**src/rtl/vx_ptw_pkg.sv**
```systemverilog
// vx_ptw_pkg: shared definitions for the page-table-walker arbiter and VX_PTW.
//   - default Sv39 VPN / PPN widths
//   - walk fault codes (shared encoding with VX_PTW)
//   - arbiter FSM state encoding
package vx_ptw_pkg;

    localparam int VPN_WIDTH_DEF = 27;
    localparam int PPN_WIDTH_DEF = 44;

    typedef enum logic [1:0] {
        NO_ERROR           = 2'd0,
        INVALID_PAGE_FAULT = 2'd1,
        NO_LEAF_PAGE_FAULT = 2'd2,
        PERM_PAGE_FAULT    = 2'd3
    } ptw_err_e;

    typedef enum logic [1:0] {
        ARB_IDLE  = 2'd0,
        ARB_ISSUE = 2'd1,
        ARB_WAIT  = 2'd2,
        ARB_RESP  = 2'd3
    } ptw_arb_state_e;

endpackage

```
**src/rtl/vx_rr_arbiter.sv**
```systemverilog
// vx_rr_arbiter: combinational round-robin pick.
// Selects the first set bit of i_req at or after i_ptr, wrapping around.
//   i_req   [N-1:0]     request vector
//   i_ptr   [PTR_W-1:0] priority start position (must be < N)
//   o_grant [N-1:0]     one-hot grant (zero when no request)
//   o_idx   [PTR_W-1:0] index of the granted bit
//   o_valid             any request present
module vx_rr_arbiter #(
    parameter int N     = 4,
    parameter int PTR_W = $clog2(N)
) (
    input  logic [N-1:0]     i_req,
    input  logic [PTR_W-1:0] i_ptr,
    output logic [N-1:0]     o_grant,
    output logic [PTR_W-1:0] o_idx,
    output logic             o_valid
);

    int w_idx;

    always_comb begin
        o_grant = '0;
        o_idx   = '0;
        o_valid = 1'b0;
        w_idx   = 0;
        for (int k = 0; k < N; k++) begin
            // Walk positions ptr, ptr+1, ... modulo N; first hit wins.
            w_idx = int'(i_ptr) + k;
            if (w_idx >= N) w_idx = w_idx - N;
            if (!o_valid && i_req[w_idx[PTR_W-1:0]]) begin
                o_valid                    = 1'b1;
                o_grant[w_idx[PTR_W-1:0]]  = 1'b1;
                o_idx                      = w_idx[PTR_W-1:0];
            end
        end
    end

endmodule

```
**src/rtl/vx_ptw_arbiter.sv**
```systemverilog
// vx_ptw_arbiter: shares one page-table walker among NUM_REQS TLB miss sources.
// One walk in flight; requests accepted round-robin; result broadcast to the
// owner mask for one cycle.
// Optional feature macro: PTW_ARB_MERGE_EN -- while a walk is being issued or
// awaited, other requesters asking for the same VPN join the in-flight walk.
// Ports:
//   clk, reset (async, active-low)
//   req_valid/req_vpn/req_ready    TLB miss request side (per requester)
//   rsp_valid/rsp_ppn/rsp_error    response strobe per requester, shared data
//   ptw_req_* / ptw_rsp_*          walker handshake
//   busy                           FSM not idle
module vx_ptw_arbiter
    import vx_ptw_pkg::*;
#(
    parameter int NUM_REQS  = 4,
    parameter int VPN_WIDTH = VPN_WIDTH_DEF,
    parameter int PPN_WIDTH = PPN_WIDTH_DEF
) (
    input  logic                          clk,
    input  logic                          reset,
    input  logic [NUM_REQS-1:0]           req_valid,
    input  logic [NUM_REQS*VPN_WIDTH-1:0] req_vpn,
    output logic [NUM_REQS-1:0]           req_ready,
    output logic [NUM_REQS-1:0]           rsp_valid,
    output logic [PPN_WIDTH-1:0]          rsp_ppn,
    output logic [1:0]                    rsp_error,
    output logic                          ptw_req_valid,
    input  logic                          ptw_req_ready,
    output logic [VPN_WIDTH-1:0]          ptw_req_vpn,
    input  logic                          ptw_rsp_valid,
    input  logic [PPN_WIDTH-1:0]          ptw_rsp_ppn,
    input  logic [1:0]                    ptw_rsp_error,
    output logic                          busy
);

    localparam int PTR_W = $clog2(NUM_REQS);

    ptw_arb_state_e                      r_state, w_state_nxt;
    logic [PTR_W-1:0]                    r_rr_ptr;
    logic [VPN_WIDTH-1:0]                r_vpn;
    logic [NUM_REQS-1:0]                 r_mask;
    logic [PPN_WIDTH-1:0]                r_ppn;
    ptw_err_e                            r_err;

    logic [NUM_REQS-1:0][VPN_WIDTH-1:0]  w_vpn_arr;
    logic [NUM_REQS-1:0]                 w_rr_grant;
    logic [PTR_W-1:0]                    w_rr_idx;
    logic                                w_rr_valid;
    logic [NUM_REQS-1:0]                 w_grant;
    logic [NUM_REQS-1:0]                 w_merge;

    assign w_vpn_arr = req_vpn;

    vx_rr_arbiter #(.N(NUM_REQS), .PTR_W(PTR_W)) u_rr (
        .i_req   (req_valid),
        .i_ptr   (r_rr_ptr),
        .o_grant (w_rr_grant),
        .o_idx   (w_rr_idx),
        .o_valid (w_rr_valid)
    );

    assign w_grant = (r_state == ARB_IDLE) ? w_rr_grant : '0;

`ifdef PTW_ARB_MERGE_EN
    // Join window closes on the cycle the walk result arrives, so a late
    // joiner can never miss the broadcast.
    logic w_merge_win;
    assign w_merge_win = (r_state == ARB_ISSUE) ||
                         ((r_state == ARB_WAIT) && !ptw_rsp_valid);

    for (genvar gi = 0; gi < NUM_REQS; gi++) begin : g_merge
        assign w_merge[gi] = w_merge_win && req_valid[gi] && !r_mask[gi] &&
                             (w_vpn_arr[gi] == r_vpn);
    end
`else
    assign w_merge = '0;
`endif

    always_comb begin
        w_state_nxt = r_state;
        case (r_state)
            ARB_IDLE:  if (w_rr_valid)    w_state_nxt = ARB_ISSUE;
            ARB_ISSUE: if (ptw_req_ready) w_state_nxt = ARB_WAIT;
            ARB_WAIT:  if (ptw_rsp_valid) w_state_nxt = ARB_RESP;
            ARB_RESP:                     w_state_nxt = ARB_IDLE;
            default:                      w_state_nxt = ARB_IDLE;
        endcase
    end

    always_ff @(posedge clk or negedge reset) begin
        if (!reset) r_state <= ARB_IDLE;
        else        r_state <= w_state_nxt;
    end

    always_ff @(posedge clk or negedge reset) begin
        if (!reset) begin
            r_rr_ptr <= '0;
            r_vpn    <= '0;
            r_mask   <= '0;
            r_ppn    <= '0;
            r_err    <= NO_ERROR;
        end else begin
            case (r_state)
                ARB_IDLE: begin
                    if (w_rr_valid) begin
                        r_vpn    <= w_vpn_arr[w_rr_idx];
                        r_mask   <= w_rr_grant;
                        r_rr_ptr <= (w_rr_idx == PTR_W'(NUM_REQS - 1)) ? '0
                                                                        : w_rr_idx + 1'b1;
                    end
                end
                ARB_ISSUE: r_mask <= r_mask | w_merge;
                ARB_WAIT: begin
                    r_mask <= r_mask | w_merge;
                    if (ptw_rsp_valid) begin
                        r_ppn <= ptw_rsp_ppn;
                        r_err <= ptw_err_e'(ptw_rsp_error);
                    end
                end
                ARB_RESP: r_mask <= '0;
                default:  r_mask <= '0;
            endcase
        end
    end

    assign req_ready     = w_grant | w_merge;
    assign rsp_valid     = (r_state == ARB_RESP) ? r_mask : '0;
    assign rsp_ppn       = (r_state == ARB_RESP) ? r_ppn : '0;
    assign rsp_error     = (r_state == ARB_RESP) ? r_err : NO_ERROR;
    assign ptw_req_valid = (r_state == ARB_ISSUE);
    assign ptw_req_vpn   = r_vpn;
    assign busy          = (r_state != ARB_IDLE);

endmodule

```
**config.mk**
```make
export PLATFORM = sky130hd
export DESIGN_NAME = vx_ptw_arbiter
export DESIGN_NICKNAME = d
export VERILOG_FILES = /design/src/rtl/vx_ptw_pkg.sv /design/src/rtl/vx_rr_arbiter.sv /design/src/rtl/vx_ptw_arbiter.sv
export SDC_FILE = /design/constraint.sdc
export NUM_CORES = 1
export LEC_CHECK = 0
export BUFFER_PORTS_ARGS = -buffer_cell sky130_fd_sc_hd__clkbuf_2
export CORE_MARGIN = 3
export CORE_UTILIZATION = 30
export CTS_CLUSTER_DIAMETER = 150
export DETAILED_ROUTE_END_ITERATION = 10
export GPL_ROUTABILITY_DRIVEN = 0
export SLEW_MARGIN = 10
export SYNTH_ARGS = -nofsm -noshare
export SYNTH_HDL_FRONTEND = slang
export SYNTH_SLANG_ARGS = --single-unit
```
**constraint.sdc**
```tcl
create_clock -name clk -period 6.7 [get_ports clk]
set_input_delay 0.67 -clock clk [delete_from_list [all_inputs] [get_ports clk]]
set_output_delay 0.67 -clock clk [all_outputs]
set_load 0.01 [all_outputs]
```
==> results.yml <==
status:
  status: "completed"
route:
  first_iter_violations: 250
  drtAntennaViolNets: 0
  num_vias: 4056
  drtPass1Iterations: 4
  avgViaCountPerCell: 4.777
  wl_um: 12760
  drc: 0
  routedWlPerCell_um: 15.02
power:
  p_comb_frac: 0.526
  p_switching_w: 0.001176
  pwr-share-seq: 0.307
  power.density_mw_per_mm2: 463.3
  p_int_w: 0.001721
  swShare: 0.4059
  peakVddDrop_uv: 229.4
  pwr-share-clk: 0.167
  power.leakage_nw: 3.205
grt:
  grt_pass1_wl_um: 19130
  grt_pass1_vias: 3901
  antenna_found_initial: 0
  overflow: 0
  grt_max_degree: 82
  grtUsageTotal: 0.1423
floorplan:
  die_x_um: 131.0
  initial_core_util: 0.3072
  die_y_um: 131.0
  core_area_mm2: 0.01526
  die_area_mm2: 0.01716
  rows: 45
  num_io_pins: 245
timing:
  finalClockSkew_ns: 0.005322
  finalCritPeriodShare: 0.5942
  tns_ns: 0
  timing.final.crit_period_ns: 3.981
  rsz0062_at_grt: "false"
  finalSetupViolations: 0
  report.final.slew_viol_count: 0
  tightest_slew_ns: 1.084
  hold_viol_final: 0
  slew_headroom: 0.2745
  fmax_ghz: 0.2512
setup_path:
  end_kind: "output pin"
  critPathMaxStageDelay_ns: 0.79
  cp-endpoint: "req_ready[3]"
  timing.rr.end: "ptw_req_vpn[2]"
  cp_max_fo: 21
  crit_type: "reg -> out"
  reg2reg_depth: 9
  arrival_ns: 3.31
  path_cells: "inv_1, ha_1, mux4_2, nor2b_4, a22oi_1, o21ai_0, and2_1, clkbuf_2"
  startpoint: "r_rr_ptr[0]"
  crit_required_ns: 6.03
  cp-start-kind: "register"
  crit_slowest_cell: "dfrtp_1"
  reg2reg_slack_ns: 2.86
  rr_startpoint: "r_rr_ptr[0]"
cells_and_area:
  nNetsFinal: 806
  final_common_cell: "clkbuf_2"
  register_area_mm2: 0.002027
  fin_cells: 849
  n_fill_cell: 1472
  multi_input_area_mm2: 0.002410
  final_cell_mix: "243 x clkbuf_2, 81 x dfrtp_1, 55 x mux2i_1"
  diodes: 0
  drive_above_1_share: 0.5000
  area_growth_syn_to_layout_pct: 33.40
clock_network:
  cts_resized: 0
  cts_root_buf: "clkbuf_16"
  cts.sinks: 81
  post_cts_buffers: 0
  cts_tree: "yes"
  clk_latency_ns: 0.34
  cts_made_buffers: 9
  clk_pin_slew_worst_paths_ns: 0.07
  hold_buffers: 0
  clk_path_buf_depth: 2
  cts_max_level: 3
synth:
  netlist_instances: 406
  yosysTopAreaCellShare: 0.4325
  synth_edf_count: 0
  syn_area_per_cell_um2: 11.54
  synth-seq-cells: 81
  ys_warn_count: 0
  ys_seq_area_frac: 0.4325
  synth_top_area_cell: "dfrtp_1"
  syn_area_mm2: 0.004687
  ys_async_sr_fraction: 1.000
  ys_dominant_reg_cell: "dfrtp_1"
  synth_fp_nets: 579
  synth.distinct_cells: 43
  synth_area_leaders: "dfrtp_1 43%, mux2i_1 12%, mux2_2 11%"
placed_design:
  hpwl_um: 9487
  port_buffers: 244
  place_inst: 833
flow_run:
  maxCapViolations: 0
hold_path:
  hp-class: "reg -> reg"
[registers in the layout, summed over array words and instances (netlist names)]
name         count
r_ppn           44
ptw_req_vpn     27
r_mask           4
r_err            2
r_rr_ptr         2
r_state          2
[final cells by class]
cell class,instances,area share
clock buffer,9,0.03602
clock inverter,7,0.009806
inverter,7,0.004203
multi-input combinational,288,0.3854
sequential,81,0.3242
tap,211,0.04223
timing repair buffer,246,0.1981
[through the flow]
stage / utilization / cell area (µm²) / hold slack (ns) / total power (W) / setup WS, ns
floorplan: - / 4687 / 0.3744 / 0.002082 / 3.618
global route: 0.4098 / 6252 / 0.5083 / 0.003128 / 2.478
finish: 0.4098 / 6252 / 0.4882 / 0.002897 / 2.719
CTS: 0.4096 / 6250 / 0.4921 / 0.002938 / 2.707
detailed placement: 0.3908 / 5963 / 0.4737 / 0.002440 / 2.765
global placement: 0.3908 / 5963 / 0.4768 / 0.002391 / 2.882
[cells in the mapped netlist, types with 2 or more instances]
| master | instances |
|---|---|
| mux4_2 | 2 |
| o211ai_1 | 2 |
| a22oi_1 | 8 |
| buf_6 | 4 |
| buf_4 | 2 |
| nor3_1 | 2 |
| a22o_1 | 4 |
| mux2_2 | 47 |
| dfrtp_1 | 81 |
| a21oi_1 | 3 |
| nand2_1 | 31 |
| nor2_1 | 8 |
| nand2b_1 | 3 |
| clkbuf_1 | 15 |
| buf_12 | 5 |
| o21ai_0 | 7 |
| mux2i_1 | 55 |
| o221ai_1 | 28 |
| nor3b_1 | 2 |
| ha_1 | 11 |
| nor2b_1 | 2 |
| inv_1 | 7 |
| buf_2 | 4 |
| and2_1 | 54 |
[power by group through the flow]
stage,sequential (W),clock [W],combinational (W)
after global placement,0.000886,0,0.00151
final,0.000888,0.000484,0.00152
after global routing,0.000921,0.000523,0.00168
after CTS,0.000889,0.000502,0.00155
after floorplan,0.000875,0,0.00121
after detailed placement,0.000893,0,0.00155
[kinds of logic (layout without fill, tap and decap cells)]
logic type / count (synthesis) / in the layout / synth area share
simple gates: 109 / 109 / 0.1281
mux: 105 / 105 / 0.2453
flops: 81 / 81 / 0.4325
compound gates: 63 / 63 / 0.1086
buf+inv: 37 / 269 / 0.05606
fa+ha+maj: 11 / 11 / 0.02936
[critical path: cells and delay by family (launching register included)]
kind            cells  cell delay [ns]
flops               1             0.79
fa+ha+maj           1             0.53
mux                 1             0.45
buf+inv             2             0.43
simple gates        2             0.39
compound gates      2             0.38
[how the worst min path moves through the flow]
stage	endpoint	slack (ns)	cells after the start	start
5_1_grt	ptw_req_vpn[5]	0.51	2	ptw_req_vpn[5]
3_5_place_dp	ptw_req_vpn[5]	0.47	2	ptw_req_vpn[5]
4_1_cts	ptw_req_vpn[8]	0.49	2	ptw_req_vpn[8]
3_3_place_gp	ptw_req_vpn[24]	0.48	2	ptw_req_vpn[24]
6_report	ptw_req_vpn[8]	0.49	2	ptw_req_vpn[8]
2_1_floorplan	ptw_req_vpn[0]	0.37	0	reset
[layer usage]
layer,track usage,vias up,share of wire
met5,0,-,0
met4,0.05263,0,0.0091
met3,0.04187,8,0.088
met2,0.2285,209,0.46
met1,0.1817,1921,0.44
li1,-,1918,-
(Power assumes the default switching activity.)
